### src/rtl/sp_types_pkg.sv
// Shared types for the scratchpad bank arbiter.
//   WORD_W       : bank address width
//   BITS_PER_ROW : bank row (data) width
//   wFIFO_t      : {addr, data} entry pushed into the write FIFO
//   rFIFO_t      : {addr} entry pushed into the read-request FIFO
//   arb_state_e  : arbiter FSM state; the encoding is exported on 'owner'
package sp_types_pkg;

    localparam int WORD_W       = 8;
    localparam int BITS_PER_ROW = 32;

    typedef struct packed {
        logic [WORD_W-1:0]       addr;
        logic [BITS_PER_ROW-1:0] data;
    } wFIFO_t;

    typedef struct packed {
        logic [WORD_W-1:0] addr;
    } rFIFO_t;

    typedef enum logic [1:0] {
        IDLE        = 2'd0,
        SERVE_INSTR = 2'd1,
        SERVE_PSUM  = 2'd2
    } arb_state_e;

endpackage

### src/rtl/sp_bank_arbiter.sv
// Two-requester arbiter in front of a scratchpad bank's write / read-request
// FIFOs. The instruction path may read or write; the psum writeback path
// always writes. Grants and FIFO pushes are combinational in the accepting
// cycle. A burst counter bounds consecutive grants to one owner while the
// other requester is eligible; psum_urgent overrides everything.
//
// Ports:
//   CLK, RST                  clock, synchronous active-high reset
//   instr_req/wr/addr/wdata   instruction-path request
//   psum_req/addr/wdata       psum writeback request (write only)
//   psum_urgent               psum FIFO full: psum takes absolute priority
//   wFIFO_full, rFIFO_full    target FIFO back-pressure
//   instr_gnt, psum_gnt       request accepted this cycle (one-hot or zero)
//   wFIFO_WEN/wFIFO_wdata     write-FIFO push {addr, data}
//   rFIFO_WEN/rFIFO_wdata     read-FIFO push {addr}
//   owner                     current FSM state encoding (debug)
module sp_bank_arbiter
    import sp_types_pkg::*;
#(
    parameter int BURST_MAX = 4
) (
    input  logic                    CLK,
    input  logic                    RST,
    input  logic                    instr_req,
    input  logic                    instr_wr,
    input  logic [WORD_W-1:0]       instr_addr,
    input  logic [BITS_PER_ROW-1:0] instr_wdata,
    input  logic                    psum_req,
    input  logic [WORD_W-1:0]       psum_addr,
    input  logic [BITS_PER_ROW-1:0] psum_wdata,
    input  logic                    psum_urgent,
    input  logic                    wFIFO_full,
    input  logic                    rFIFO_full,
    output logic                    instr_gnt,
    output logic                    psum_gnt,
    output logic                    wFIFO_WEN,
    output wFIFO_t                  wFIFO_wdata,
    output logic                    rFIFO_WEN,
    output rFIFO_t                  rFIFO_wdata,
    output logic [1:0]              owner
);

    localparam int                CNT_W   = $clog2(BURST_MAX + 1);
    localparam logic [CNT_W-1:0]  CNT_MAX = CNT_W'(BURST_MAX);
    localparam logic [CNT_W-1:0]  CNT_ONE = CNT_W'(1);

    arb_state_e       state_q, state_d;
    logic [CNT_W-1:0] burst_cnt_q, burst_cnt_d;

    logic instr_elig;
    logic psum_elig;
    logic gnt_i;
    logic gnt_p;
    logic under_limit;

    // A request only counts if the FIFO it would push into has room.
    assign instr_elig  = instr_req & (instr_wr ? ~wFIFO_full : ~rFIFO_full);
    assign psum_elig   = psum_req & ~wFIFO_full;
    assign under_limit = (burst_cnt_q < CNT_MAX);

    // State register
    always_ff @(posedge CLK) begin
        if (RST) begin
            state_q     <= IDLE;
            burst_cnt_q <= '0;
        end else begin
            state_q     <= state_d;
            burst_cnt_q <= burst_cnt_d;
        end
    end

    // Next-state and burst counter
    always_comb begin
        state_d     = state_q;
        burst_cnt_d = burst_cnt_q;
        if (gnt_i) begin
            state_d     = SERVE_INSTR;
            burst_cnt_d = (state_q != SERVE_INSTR) ? CNT_ONE :
                          (burst_cnt_q == CNT_MAX) ? burst_cnt_q : burst_cnt_q + CNT_ONE;
        end else if (gnt_p) begin
            state_d     = SERVE_PSUM;
            burst_cnt_d = (state_q != SERVE_PSUM) ? CNT_ONE :
                          (burst_cnt_q == CNT_MAX) ? burst_cnt_q : burst_cnt_q + CNT_ONE;
        end else if (!instr_req && !psum_req) begin
            state_d = IDLE;
        end
    end

    // Grant selection and FIFO pushes
    always_comb begin
        gnt_i       = 1'b0;
        gnt_p       = 1'b0;
        wFIFO_WEN   = 1'b0;
        wFIFO_wdata = '0;
        rFIFO_WEN   = 1'b0;
        rFIFO_wdata = '0;
        owner       = 2'(state_q);

        if (RST) begin
            owner = 2'(IDLE);
        end else begin
            if (psum_urgent && psum_elig) begin
                gnt_p = 1'b1;
            end else begin
                // Owner keeps the bank while under its burst limit; past the
                // limit it yields to an eligible peer, otherwise it continues.
                unique case (state_q)
                    SERVE_INSTR: begin
                        if (instr_elig && under_limit) gnt_i = 1'b1;
                        else if (psum_elig)             gnt_p = 1'b1;
                        else if (instr_elig)            gnt_i = 1'b1;
                    end
                    SERVE_PSUM: begin
                        if (psum_elig && under_limit)   gnt_p = 1'b1;
                        else if (instr_elig)            gnt_i = 1'b1;
                        else if (psum_elig)             gnt_p = 1'b1;
                    end
                    default: begin
                        if (instr_elig)      gnt_i = 1'b1;
                        else if (psum_elig)  gnt_p = 1'b1;
                    end
                endcase
            end

            if (gnt_p) begin
                wFIFO_WEN        = 1'b1;
                wFIFO_wdata.addr = psum_addr;
                wFIFO_wdata.data = psum_wdata;
            end else if (gnt_i && instr_wr) begin
                wFIFO_WEN        = 1'b1;
                wFIFO_wdata.addr = instr_addr;
                wFIFO_wdata.data = instr_wdata;
            end else if (gnt_i) begin
                rFIFO_WEN        = 1'b1;
                rFIFO_wdata.addr = instr_addr;
            end
        end
    end

    assign instr_gnt = gnt_i;
    assign psum_gnt  = gnt_p;

endmodule

### config.mk
export PLATFORM = sky130hd
export DESIGN_NAME = sp_bank_arbiter
export DESIGN_NICKNAME = d
export VERILOG_FILES = /design/src/rtl/sp_types_pkg.sv /design/src/rtl/sp_bank_arbiter.sv
export SDC_FILE = /design/constraint.sdc
export NUM_CORES = 1
export LEC_CHECK = 0
export CAP_MARGIN = 20
export CELL_PAD_IN_SITES_DETAIL_PLACEMENT = 0
export CELL_PAD_IN_SITES_GLOBAL_PLACEMENT = 1
export CORE_MARGIN = 10
export CORE_UTILIZATION = 20
export DETAILED_ROUTE_END_ITERATION = 10
export PLACE_DENSITY_LB_ADDON = 0.1
export SETUP_SLACK_MARGIN = 0.1
export SLEW_MARGIN = 20
export SYNTH_ARGS = -nofsm -noshare
export SYNTH_HDL_FRONTEND = slang
export SYNTH_SLANG_ARGS = --single-unit
### constraint.sdc
create_clock -name CLK -period 4.1 [get_ports CLK]
set_input_delay 0.41 -clock CLK [delete_from_list [all_inputs] [get_ports CLK]]
set_output_delay 0.41 -clock CLK [all_outputs]
set_load 0.005 [all_outputs]
==> out/qor.json, run 1 <==
{
  "run_status": {
    "run_status": "complete, no violations"
  },
  "critical_path": {
    "endpoint_kind": "output port",
    "cells_traversed_along_the_worst_timing_path": "inv_1, ha_1, nor3_1, a211oi_1, or3_2, buf_4, a22oi_2, nor2_2, clkdlybuf4s50_1",
    "critical_path.top_delay_family": "simple AND/OR/NAND/NOR gates",
    "critical-path-max-stage-delay_ns": 0.48,
    "start_kind": "flop",
    "critPathRequiredTime_ns": 3.69,
    "cp_max_fo": 37,
    "crit_buf_inv": 3,
    "slowest_stage": "sky130_fd_sc_hd__clkdlybuf4s50_1",
    "worstPathArrival_ns": 3.06,
    "reg2reg_setup_slack_ns": 1.37,
    "criticalPathCategory": "flop to output port"
  },
  "power": {
    "sw_frac_of_total_pct": 33.5,
    "p_clk_share_pct": 20.2,
    "pwr_density_cell_mw_per_mm2": 161,
    "power.static_leakage_nw": 0.930,
    "seqPwrFrac_pct": 12.3,
    "share_comb_of_total_power_pct": 67.4,
    "power_spent_charging_and_discharging_nets_mw": 0.149,
    "ir_drop_uv": 179,
    "cell_int_power_mw": 0.297
  },
  "logic_synthesis": {
    "post_synthesis_xor_xnor_area_fraction_pct": 0,
    "synth_async_sr_flop_share_pct": 0,
    "synth_compound_area_share_pct": 42.6,
    "synth-simple-area-share_pct": 30.9,
    "synth.yosys.seq_area_share_pct": 7.63,
    "synth_adder_area_share_pct": 3.82,
    "main_combinational_cell_family_by_area_after_synthesis": "compound AO/OA/AOI/OAI gates",
    "synth.mux.area_fraction_pct": 3.53,
    "synth_cell_type_count": 36,
    "synthFlopType": "sky130_fd_sc_hd__dfxtp_1",
    "syn_area_mm2": 0.00131,
    "synth_enable_flop_cells": 0,
    "synth.ff_latch_count": 5,
    "syn_inst": 156,
    "syn_area_per_cell_um2": 8.41,
    "post_synthesis_net_count": 248,
    "synthesis.yosys.warnings": 0
  },
  "cts": {
    "count_of_instances_resized_after_the_clock_tree_is_built": 0,
    "max-clock-path-buffers": 2,
    "clockRootBuffer": "sky130_fd_sc_hd__clkbuf_8",
    "numCtsBuffers": 3,
    "cts.reportedPaths.clkPinSlew_ns": 0.04,
    "post_cts_hold_buffer_count": 0,
    "cts_setup_buffers": 0,
    "cts-htree-levels": 1,
    "clk_sinks": 5,
    "tritoncts": "yes",
    "clock_latency_ns": 0.22
  },
  "routing": {
    "number_of_vias_after_detailed_routing": 1677,
    "initialDrtViolationCount": 86,
    "postRouteAntennaNets": 0,
    "post_dr_vias_cell": 4.58,
    "post_drt_wl_per_cell_um": 18.2,
    "post_detailed_routing_wire_length_um": 6670,
    "detailedRoute.firstPassIterationCount": 4,
    "detail_route.drc_violations": 0
  },
  "place": {
    "io_buffer_count": 141,
    "gp_congestion": 0.759,
    "place.detailed.instances": 362,
    "pre_cts_slack_ns": 0.677,
    "hpwl_um": 5570
  },
  "timing": {
    "max_slew.worst_pin.slew_ns": 0.664,
    "final_setup_viols": 0,
    "unrepaired_setup_endpoints_after_global_routing": "false",
    "fin_worst_skew_ns": 0.00176,
    "fin_tns_setup_ns": 0,
    "fmax_ghz": 0.288,
    "timing.final.crit_period_ns": 3.47,
    "post-route-worst-setup-slack_ns": 0.630,
    "drv_slew": 0,
    "min_period_over_period_pct": 84.6,
    "relSlewSlack_pct": 55.6,
    "hold_fails_final_rpt": 0
  },
  "finish": {
    "num-fill-cells": 637,
    "multi_input_comb_area_mm2": 0.00106,
    "area.sequential_um2": 100,
    "mostFrequentLayoutCells": "sky130_fd_sc_hd__clkdlybuf4s50_1 (140), sky130_fd_sc_hd__a22oi_2 (30), sky130_fd_sc_hd__nor2_2 (30)",
    "n_antenna_cell": 0,
    "final_cells": 366,
    "post_route_cells_drive_above_1_share_pct": 26.0,
    "layout.cells.most_common": "sky130_fd_sc_hd__clkdlybuf4s50_1",
    "area_added_between_synthesis_and_finish_pct": 112,
    "finish.net_count": 382,
    "post_route_core_utilization_pct": 43.7
  },
  "die": {
    "die_area_mm2": 0.0102,
    "die_height_um": 101,
    "initial_core_util_pct": 20.7,
    "area_of_the_core_mm2": 0.00635,
    "die_width_um": 101,
    "pin_count": 142,
    "rows": 29
  },
  "grt": {
    "grt_antenna_before_repair": 0,
    "wire_length_of_the_first_global_routing_pass_um": 9760,
    "grt_pass1_vias": 1601,
    "grt_start_max_net_pins": 38,
    "grt_overflow": 0,
    "track_usage_pct": 11.9
  },
  "hold_path": {
    "timing.hold.worst.class": "flop to flop"
  },
  "flow_run": {
    "maxCapViolations": 0
  }
}
-- power groups by stage --
stage / Clock [mW] / Combinational, mW / Sequential [mW]
6_report: 0.0904 / 0.301 / 0.0551
4_1_cts: 0.0927 / 0.306 / 0.0551
3_5_place_dp: 0 / 0.304 / 0.0558
2_1_floorplan: 0 / 0.145 / 0.0551
3_3_place_gp: 0 / 0.306 / 0.0556
5_1_grt: 0.0965 / 0.325 / 0.0553
-- path summary, 6_finish.rpt --
check | depth (start not counted) | endpoint | start
max | 9 | wFIFO_wdata[30] | state_q[0]
min | 2 | burst_cnt_q[1] | burst_cnt_q[1]
min reg2reg | 2 | burst_cnt_q[1] | burst_cnt_q[1]
max reg2reg | 9 | burst_cnt_q[0] | state_q[0]
-- worst min-delay path: cells and delay by family (launching register included) --
family | cells | cell delay, ns
and+or+nand+nor | 1 | 0.06
AOI/OAI and AO/OA | 1 | 0.05
DFF | 1 | 0.31
-- cell type report --
cell class                 instances  share of cell area, %
timing repair buffer             145                   52.2
tap                               77                   3.47
sequential                         5                   3.61
multi-input combinational        129                   38.3
inverter                           6                  0.812
clock buffer                       4                   1.62
-- cells in the mapped netlist, types with 3 or more instances --
master	number	share of area [%]
sky130_fd_sc_hd__dfxtp_1	5	7.6
sky130_fd_sc_hd__a32o_1	8	6.1
sky130_fd_sc_hd__a22oi_2	30	29
sky130_fd_sc_hd__nor2_1	13	3.7
sky130_fd_sc_hd__buf_12	3	4.6
sky130_fd_sc_hd__and3_1	8	3.8
sky130_fd_sc_hd__inv_1	6	1.7
sky130_fd_sc_hd__nand2_1	4	1.1
sky130_fd_sc_hd__clkbuf_1	6	1.7
sky130_fd_sc_hd__nor2_2	30	14
sky130_fd_sc_hd__nor3_1	4	1.5
sky130_fd_sc_hd__ha_1	4	3.8
sky130_fd_sc_hd__buf_4	3	1.7
sky130_fd_sc_hd__a21oi_1	4	1.5
-- flip-flops by register name (all words and copies together) (netlist names) --
| signal | cells |
|---|---|
| burst_cnt_q | 3 |
| state_q | 2 |
-- stage by stage --
stage	area, um2	hold slack (ns)	power (mW)
after CTS	2780	0.475	0.454
after global placement	2730	0.466	0.361
final	2780	0.471	0.447
after floorplan	1310	0.449	0.200
after detailed placement	2730	0.471	0.360
after global routing	2780	0.501	0.477
-- layer usage --
layer,GRT usage [%],vias up,share of wire [%]
met1,14.0,760,41
li1,-,847,-
met3,2.81,6,7.9
met4,2.36,0,0.66
met2,21.2,64,51
met5,0,-,0
-- cells by family (layout without fill, tap and decap cells) --
group,Yosys count,after routing
and+or+nand+nor,70,70
DFF,5,5
AOI/OAI and AO/OA,51,51
muxes,4,4
buffers and inverters,22,155
adders and majority gates,4,4
(Power assumes the default switching activity.)
==> run 2: changes to the inputs <==
--- a/config.mk
+++ b/config.mk
@@ -9,7 +9,7 @@
 export CELL_PAD_IN_SITES_DETAIL_PLACEMENT = 0
 export CELL_PAD_IN_SITES_GLOBAL_PLACEMENT = 1
 export CORE_MARGIN = 10
-export CORE_UTILIZATION = 20
+export CORE_UTILIZATION = 16
 export DETAILED_ROUTE_END_ITERATION = 10
 export PLACE_DENSITY_LB_ADDON = 0.1
 export SETUP_SLACK_MARGIN = 0.1
==> constraint.sdc (replaced) <==
create_clock -name CLK -period 2.8 [get_ports CLK]
set_input_delay 0.28 -clock CLK [delete_from_list [all_inputs] [get_ports CLK]]
set_output_delay 0.28 -clock CLK [all_outputs]
set_load 0.005 [all_outputs]
==> run 2 against run 1 <==
Against the previous run:
- non-clock buffer count rose by 29
- via count rose by 8.4%
- clock skew down 0.0015 ns
- sequential power is 51% higher
- flip-flop and latch count did not move
- die area is 20% higher
- utilization down 4.7 points
- clock power grew 42%
- largest power group unchanged
- register-to-register slack got worse by 0.88 ns
==> out/qor.json, run 2 (same netlist as run 1, synthesis figures left out) <==
{
  "power": {
    "pwr_density_cell_mw_per_mm2": 233,
    "ir_drop_uv": 240,
    "power.static_leakage_nw": 1.30,
    "design_power_total_mw": 0.714
  },
  "timing": {
    "fmax_ghz": 0.375,
    "final_setup_viols": 0,
    "post-route-worst-setup-slack_ns": 0.131,
    "timing.final.crit_period_ns": 2.67,
    "hold_fails_final_rpt": 0,
    "relSlewSlack_pct": 66.0,
    "max_slew.worst_pin.slew_ns": 0.508,
    "fin_worst_skew_ns": 0.000310,
    "unrepaired_setup_endpoints_after_global_routing": "true",
    "final.hold.worst_slack_ns": 0.431,
    "min_period_over_period_pct": 95.3,
    "drv_slew": 0
  },
  "hold_path": {
    "timing.hold.worst.class": "primary input to flop",
    "min_delay_path_depth": 2,
    "hold_path.startpoint": "RST"
  },
  "finish": {
    "multi_input_comb_area_mm2": 0.00114,
    "finish.net_count": 411,
    "area_added_between_synthesis_and_finish_pct": 133,
    "post_route_cells_drive_above_1_share_pct": 41.8,
    "largest-register": "burst_cnt_q",
    "layout.cells.most_common": "sky130_fd_sc_hd__clkdlybuf4s50_1",
    "area.sequential_um2": 103,
    "post_route_core_utilization_pct": 39.0,
    "largestRegisters": "burst_cnt_q x3, state_q x2",
    "final_cells": 420,
    "n_antenna_cell": 0,
    "flip_flop_count_of_the_largest_register_after_layout": 3,
    "num-fill-cells": 828,
    "mostFrequentLayoutCells": "sky130_fd_sc_hd__clkdlybuf4s50_1 (88), sky130_fd_sc_hd__dlygate4sd2_1 (31), sky130_fd_sc_hd__a22oi_2 (30), sky130_fd_sc_hd__nor2_2 (30), sky130_fd_sc_hd__buf_4 (23)"
  },
  "die": {
    "area_of_the_core_mm2": 0.00785,
    "die_height_um": 111,
    "initial_core_util_pct": 16.7,
    "pin_count": 142,
    "die_width_um": 111,
    "die_area_mm2": 0.0122,
    "rows": 32
  },
  "routing": {
    "post_detailed_routing_wire_length_um": 7390,
    "postRouteAntennaNets": 0,
    "route.layer.met1.wl_um": 3230,
    "met3WireLength_um": 371,
    "initialDrtViolationCount": 85,
    "number_of_vias_after_detailed_routing": 1818,
    "detail_route.drc_violations": 0,
    "top_layer": "met4",
    "detailedRoute.firstPassIterationCount": 4,
    "route.met2.wl_um": 3770,
    "post_drt_wl_per_cell_um": 17.6,
    "post_dr_vias_cell": 4.33
  },
  "critical_path": {
    "start_kind": "flop",
    "criticalPathCategory": "flop to output port",
    "reg2regPathDepth": 10,
    "timing.rr.start": "state_q[0]",
    "endpoint_kind": "output port",
    "critPathRequiredTime_ns": 2.52,
    "crit_start": "state_q[1]",
    "worstPathArrival_ns": 2.39,
    "cp_max_fo": 15
  },
  "grt": {
    "grt_overflow": 0,
    "grt_pass1_vias": 1811,
    "wire_length_of_the_first_global_routing_pass_um": 11000,
    "track_usage_pct": 10.8,
    "grt_antenna_before_repair": 0,
    "grt_start_max_net_pins": 25
  },
  "cts": {
    "clk_sinks": 5,
    "tritoncts": "yes",
    "clockRootBuffer": "sky130_fd_sc_hd__clkbuf_8",
    "max-clock-path-buffers": 2,
    "clock_latency_ns": 0.21,
    "cts-htree-levels": 1,
    "cts.reportedPaths.clkPinSlew_ns": 0.03,
    "post_cts_hold_buffer_count": 0,
    "numCtsBuffers": 3
  },
  "place": {
    "gp_congestion": 0.760,
    "hpwl_um": 5940,
    "pre_cts_slack_ns": -0.243,
    "io_buffer_count": 141,
    "place.detailed.instances": 401
  },
  "flow_run": {
    "maxCapViolations": 0
  },
  "run_status": {
    "run_status": "complete, no violations"
  }
}
==> run 2: changes by cell type in the layout (fill, tap and decap cells not counted), sizes merged <==
cell | previous run | this run
dlymetal6s2s | 0 | 2
clkbuf | 4 | 22
buf | 5 | 33
dlygate4sd2 | 0 | 31
clkdlybuf4s15 | 0 | 2
clkdlybuf4s50 | 140 | 88
==> run 2: final timing paths <==
check                    endpoint  slack [ns]
hold reg to reg    burst_cnt_q[1]        0.47
hold / removal         state_q[1]        0.43
setup / recovery  wFIFO_wdata[18]        0.13
setup reg to reg   burst_cnt_q[0]        0.49
==> run 2: worst max-delay path, stage by stage, from the launching register on <==
cell and delay (ns):
sky130_fd_sc_hd__dfxtp_2 0.34, sky130_fd_sc_hd__inv_2 0.07, sky130_fd_sc_hd__ha_4 0.17, sky130_fd_sc_hd__mux2_4 0.28, sky130_fd_sc_hd__o311ai_4 0.35, sky130_fd_sc_hd__nor4_4 0.06, sky130_fd_sc_hd__and2_4 0.18, sky130_fd_sc_hd__buf_4 0.14
sky130_fd_sc_hd__buf_12 0.15, sky130_fd_sc_hd__buf_4 0.14, sky130_fd_sc_hd__a22oi_2 0.15, sky130_fd_sc_hd__nor2_2 0.04, sky130_fd_sc_hd__clkbuf_2 0.12
==> run 2: through the flow <==
stage	instance area [um2]	setup TNS [ns]
6_report	3060	0
2_1_floorplan	1310	0
3_3_place_gp	2880	-9.06
3_5_place_dp	2880	-8.90
4_1_cts	2970	0
5_1_grt	3060	0
==> run 2: layout make-up <==
cell class | instances | share of cell area [%]
Inverter | 6 | 0.736
Multi-Input combinational cell | 129 | 37.1
Clock buffer | 4 | 1.47
Timing Repair Buffer | 174 | 53.1
Sequential cell | 5 | 3.35
Tap cell | 102 | 4.17
==> run 2: what timing repair did <==
item | CTS | global route
cloned | 1 | 2
setup buffers | 4 | 8
endpoints found under the hold margin | 0 | 0
resized for setup | 69 | 48
pin swaps | 3 | 19
setup endpoints to repair | 52 | 33
==> run 2: per-layer routing <==
layer  vias up  global-route usage, %
met1       843                   12.7
met3         2                   2.65
li1        904                      -
met5         -                      0
met4         0                   1.30
met2        69                   19.6
==> run 2: power breakdown <==
| group | total, mW | switching [mW] | internal, mW | leakage (nW) |
|---|---|---|---|---|
| Combinational | 0.503 | 0.205 | 0.299 | 1.23 |
| Clock | 0.128 | 0.0305 | 0.0973 | 0.0228 |
| Sequential | 0.0830 | 0.00544 | 0.0775 | 0.0417 |
| Total | 0.714 | 0.240 | 0.473 | 1.30 |
==> run 3: changes to the inputs <==
--- a/config.mk
+++ b/config.mk
@@ -12,6 +12,7 @@
 export CORE_UTILIZATION = 16
 export DETAILED_ROUTE_END_ITERATION = 10
 export PLACE_DENSITY_LB_ADDON = 0.1
+export REMOVE_ABC_BUFFERS = 1
 export SETUP_SLACK_MARGIN = 0.1
 export SLEW_MARGIN = 20
 export SYNTH_ARGS = -nofsm -noshare
==> run 3 against run 2 <==
Against the previous run:
- clock skew about the same
- worst setup slack got worse by 0.0046 ns
- die area unchanged
- cell count shrank 0.24%
- flip-flop and latch count is the same
- critical path type is now primary input to output port
- register-to-register slack lost 0.03 ns
- utilization shrank 0.11 points
- critical endpoint is now wFIFO_wdata[33]
- wire length rose by 0.96%
- sequential share of layout area barely moved
==> out/qor.json, run 3 (same netlist as run 1, synthesis figures left out) <==
{
  "cts": {
    "clock_latency_ns": 0.22,
    "cts-htree-levels": 1,
    "tritoncts": "yes",
    "max-clock-path-buffers": 2,
    "clk_sinks": 5,
    "post_cts_hold_buffer_count": 0,
    "numCtsBuffers": 3,
    "clockRootBuffer": "sky130_fd_sc_hd__clkbuf_8",
    "cts.reportedPaths.clkPinSlew_ns": 0.03
  },
  "finish": {
    "area_added_between_synthesis_and_finish_pct": 133,
    "largest-register": "burst_cnt_q",
    "post_route_cells_drive_above_1_share_pct": 43.7,
    "post_route_core_utilization_pct": 38.9,
    "mostFrequentLayoutCells": "sky130_fd_sc_hd__clkdlybuf4s50_1 (99), sky130_fd_sc_hd__a22oi_2 (30), sky130_fd_sc_hd__nor2_2 (30)",
    "largestRegisters": "burst_cnt_q x3, state_q x2",
    "final_cells": 419,
    "flip_flop_count_of_the_largest_register_after_layout": 3,
    "finish.net_count": 409,
    "layout.cells.most_common": "sky130_fd_sc_hd__clkdlybuf4s50_1"
  },
  "timing": {
    "max_slew.worst_pin.slew_ns": 0.621,
    "final_setup_viols": 0,
    "unrepaired_setup_endpoints_after_global_routing": "true",
    "drv_slew": 0,
    "timing.final.crit_period_ns": 2.67,
    "hold_fails_final_rpt": 0,
    "post-route-worst-setup-slack_ns": 0.127,
    "relSlewSlack_pct": 58.6,
    "fin_worst_skew_ns": 0.000280,
    "fin_tns_setup_ns": 0,
    "min_period_over_period_pct": 95.5,
    "fmax_ghz": 0.374
  },
  "place": {
    "pre_cts_slack_ns": -0.176,
    "place.detailed.instances": 401,
    "hpwl_um": 5780,
    "gp_congestion": 0.752,
    "io_buffer_count": 141
  },
  "power": {
    "power.static_leakage_nw": 1.32,
    "pwr_density_cell_mw_per_mm2": 238,
    "power_spent_charging_and_discharging_nets_mw": 0.247,
    "ir_drop_uv": 94.0,
    "share_comb_of_total_power_pct": 70.5,
    "cell_int_power_mw": 0.480,
    "design_power_total_mw": 0.726,
    "seqPwrFrac_pct": 11.5,
    "p_clk_share_pct": 18.1,
    "sw_frac_of_total_pct": 33.9
  },
  "routing": {
    "postRouteAntennaNets": 0,
    "post_dr_vias_cell": 4.33,
    "number_of_vias_after_detailed_routing": 1815,
    "detail_route.drc_violations": 0,
    "post_drt_wl_per_cell_um": 17.8,
    "initialDrtViolationCount": 48,
    "detailedRoute.firstPassIterationCount": 4,
    "post_detailed_routing_wire_length_um": 7460
  },
  "critical_path": {
    "start_kind": "primary input",
    "endpoint_kind": "output port",
    "critPathRequiredTime_ns": 2.52,
    "criticalPathCategory": "primary input to output port",
    "worstPathArrival_ns": 2.39,
    "cp_max_fo": 4
  },
  "die": {
    "die_height_um": 111,
    "die_width_um": 111,
    "die_area_mm2": 0.0122,
    "rows": 32,
    "pin_count": 142,
    "initial_core_util_pct": 16.7,
    "area_of_the_core_mm2": 0.00785
  },
  "grt": {
    "grt_overflow": 0,
    "grt_start_max_net_pins": 42,
    "wire_length_of_the_first_global_routing_pass_um": 11300,
    "grt_antenna_before_repair": 1,
    "grt_pass1_vias": 1916,
    "track_usage_pct": 11.3
  },
  "hold_path": {
    "timing.hold.worst.class": "flop to flop"
  },
  "run_status": {
    "run_status": "complete, no violations"
  },
  "flow_run": {
    "maxCapViolations": 0
  }
}
run 3: worst max-delay path: stages:
cell and delay [ns]:
sky130_fd_sc_hd__clkdlybuf4s50_1 0.41, sky130_fd_sc_hd__buf_4 0.13, sky130_fd_sc_hd__mux2i_1 0.12, sky130_fd_sc_hd__buf_4 0.14
sky130_fd_sc_hd__a211oi_2 0.06, sky130_fd_sc_hd__or3_4 0.38, sky130_fd_sc_hd__nor2b_2 0.20, sky130_fd_sc_hd__a32o_1 0.21
sky130_fd_sc_hd__clkdlybuf4s50_1 0.45
run 3: path summary, 6_finish.rpt:
path	startpoint	end	slack, ns	cells past startpoint
max	wFIFO_full	wFIFO_wdata[33]	0.13	9
min	burst_cnt_q[1]	burst_cnt_q[1]	0.47	2
min reg2reg	burst_cnt_q[1]	burst_cnt_q[1]	0.47	2
max reg2reg	state_q[0]	burst_cnt_q[0]	0.46	11
run 3: area by class of cell:
class                   instances  area [um2]
fillers                       809        4790
repair buffers                171        1620
inverters                       6        22.5
flip-flops and latches          5         103
diodes                          1        2.50
clock buffers                   4        45.0
well taps                     102         128
multi-input cells             130        1140
run 3: layer usage:
layer  routed length, um  GRT usage [%]  part of all wire, %  up-vias
li1                    -              -                    -      906
met1                2790           11.9                   37      822
met2                3920           20.5                   52       83
met3                 695           4.54                  9.3        4
met4                  55           2.33                 0.74        0
met5                   0              0                    0        -
run 3: through the flow:
step,hold slack [ns],instance area [um2]
floorplan,0.349,1180
global placement,0.463,2890
detailed placement,0.468,2890
CTS,0.472,3010
global route,0.502,3050
finish,0.466,3050
run 3: power groups by stage:
| stage | Combinational [mW] | Clock [mW] | Sequential (mW) |
|---|---|---|---|
| after floorplan | 0.178 | 0 | 0.0808 |
| after global placement | 0.484 | 0 | 0.0817 |
| after detailed placement | 0.482 | 0 | 0.0816 |
| after CTS | 0.500 | 0.133 | 0.0818 |
| after global routing | 0.556 | 0.141 | 0.0842 |
| final | 0.512 | 0.131 | 0.0833 |
run 3: what timing repair did:
action | CTS | global route
cloned | 2 | 2
pin swaps | 4 | 3
setup endpoints to repair | 46 | 46
setup buffers | 5 | 5
resized for setup | 72 | 52
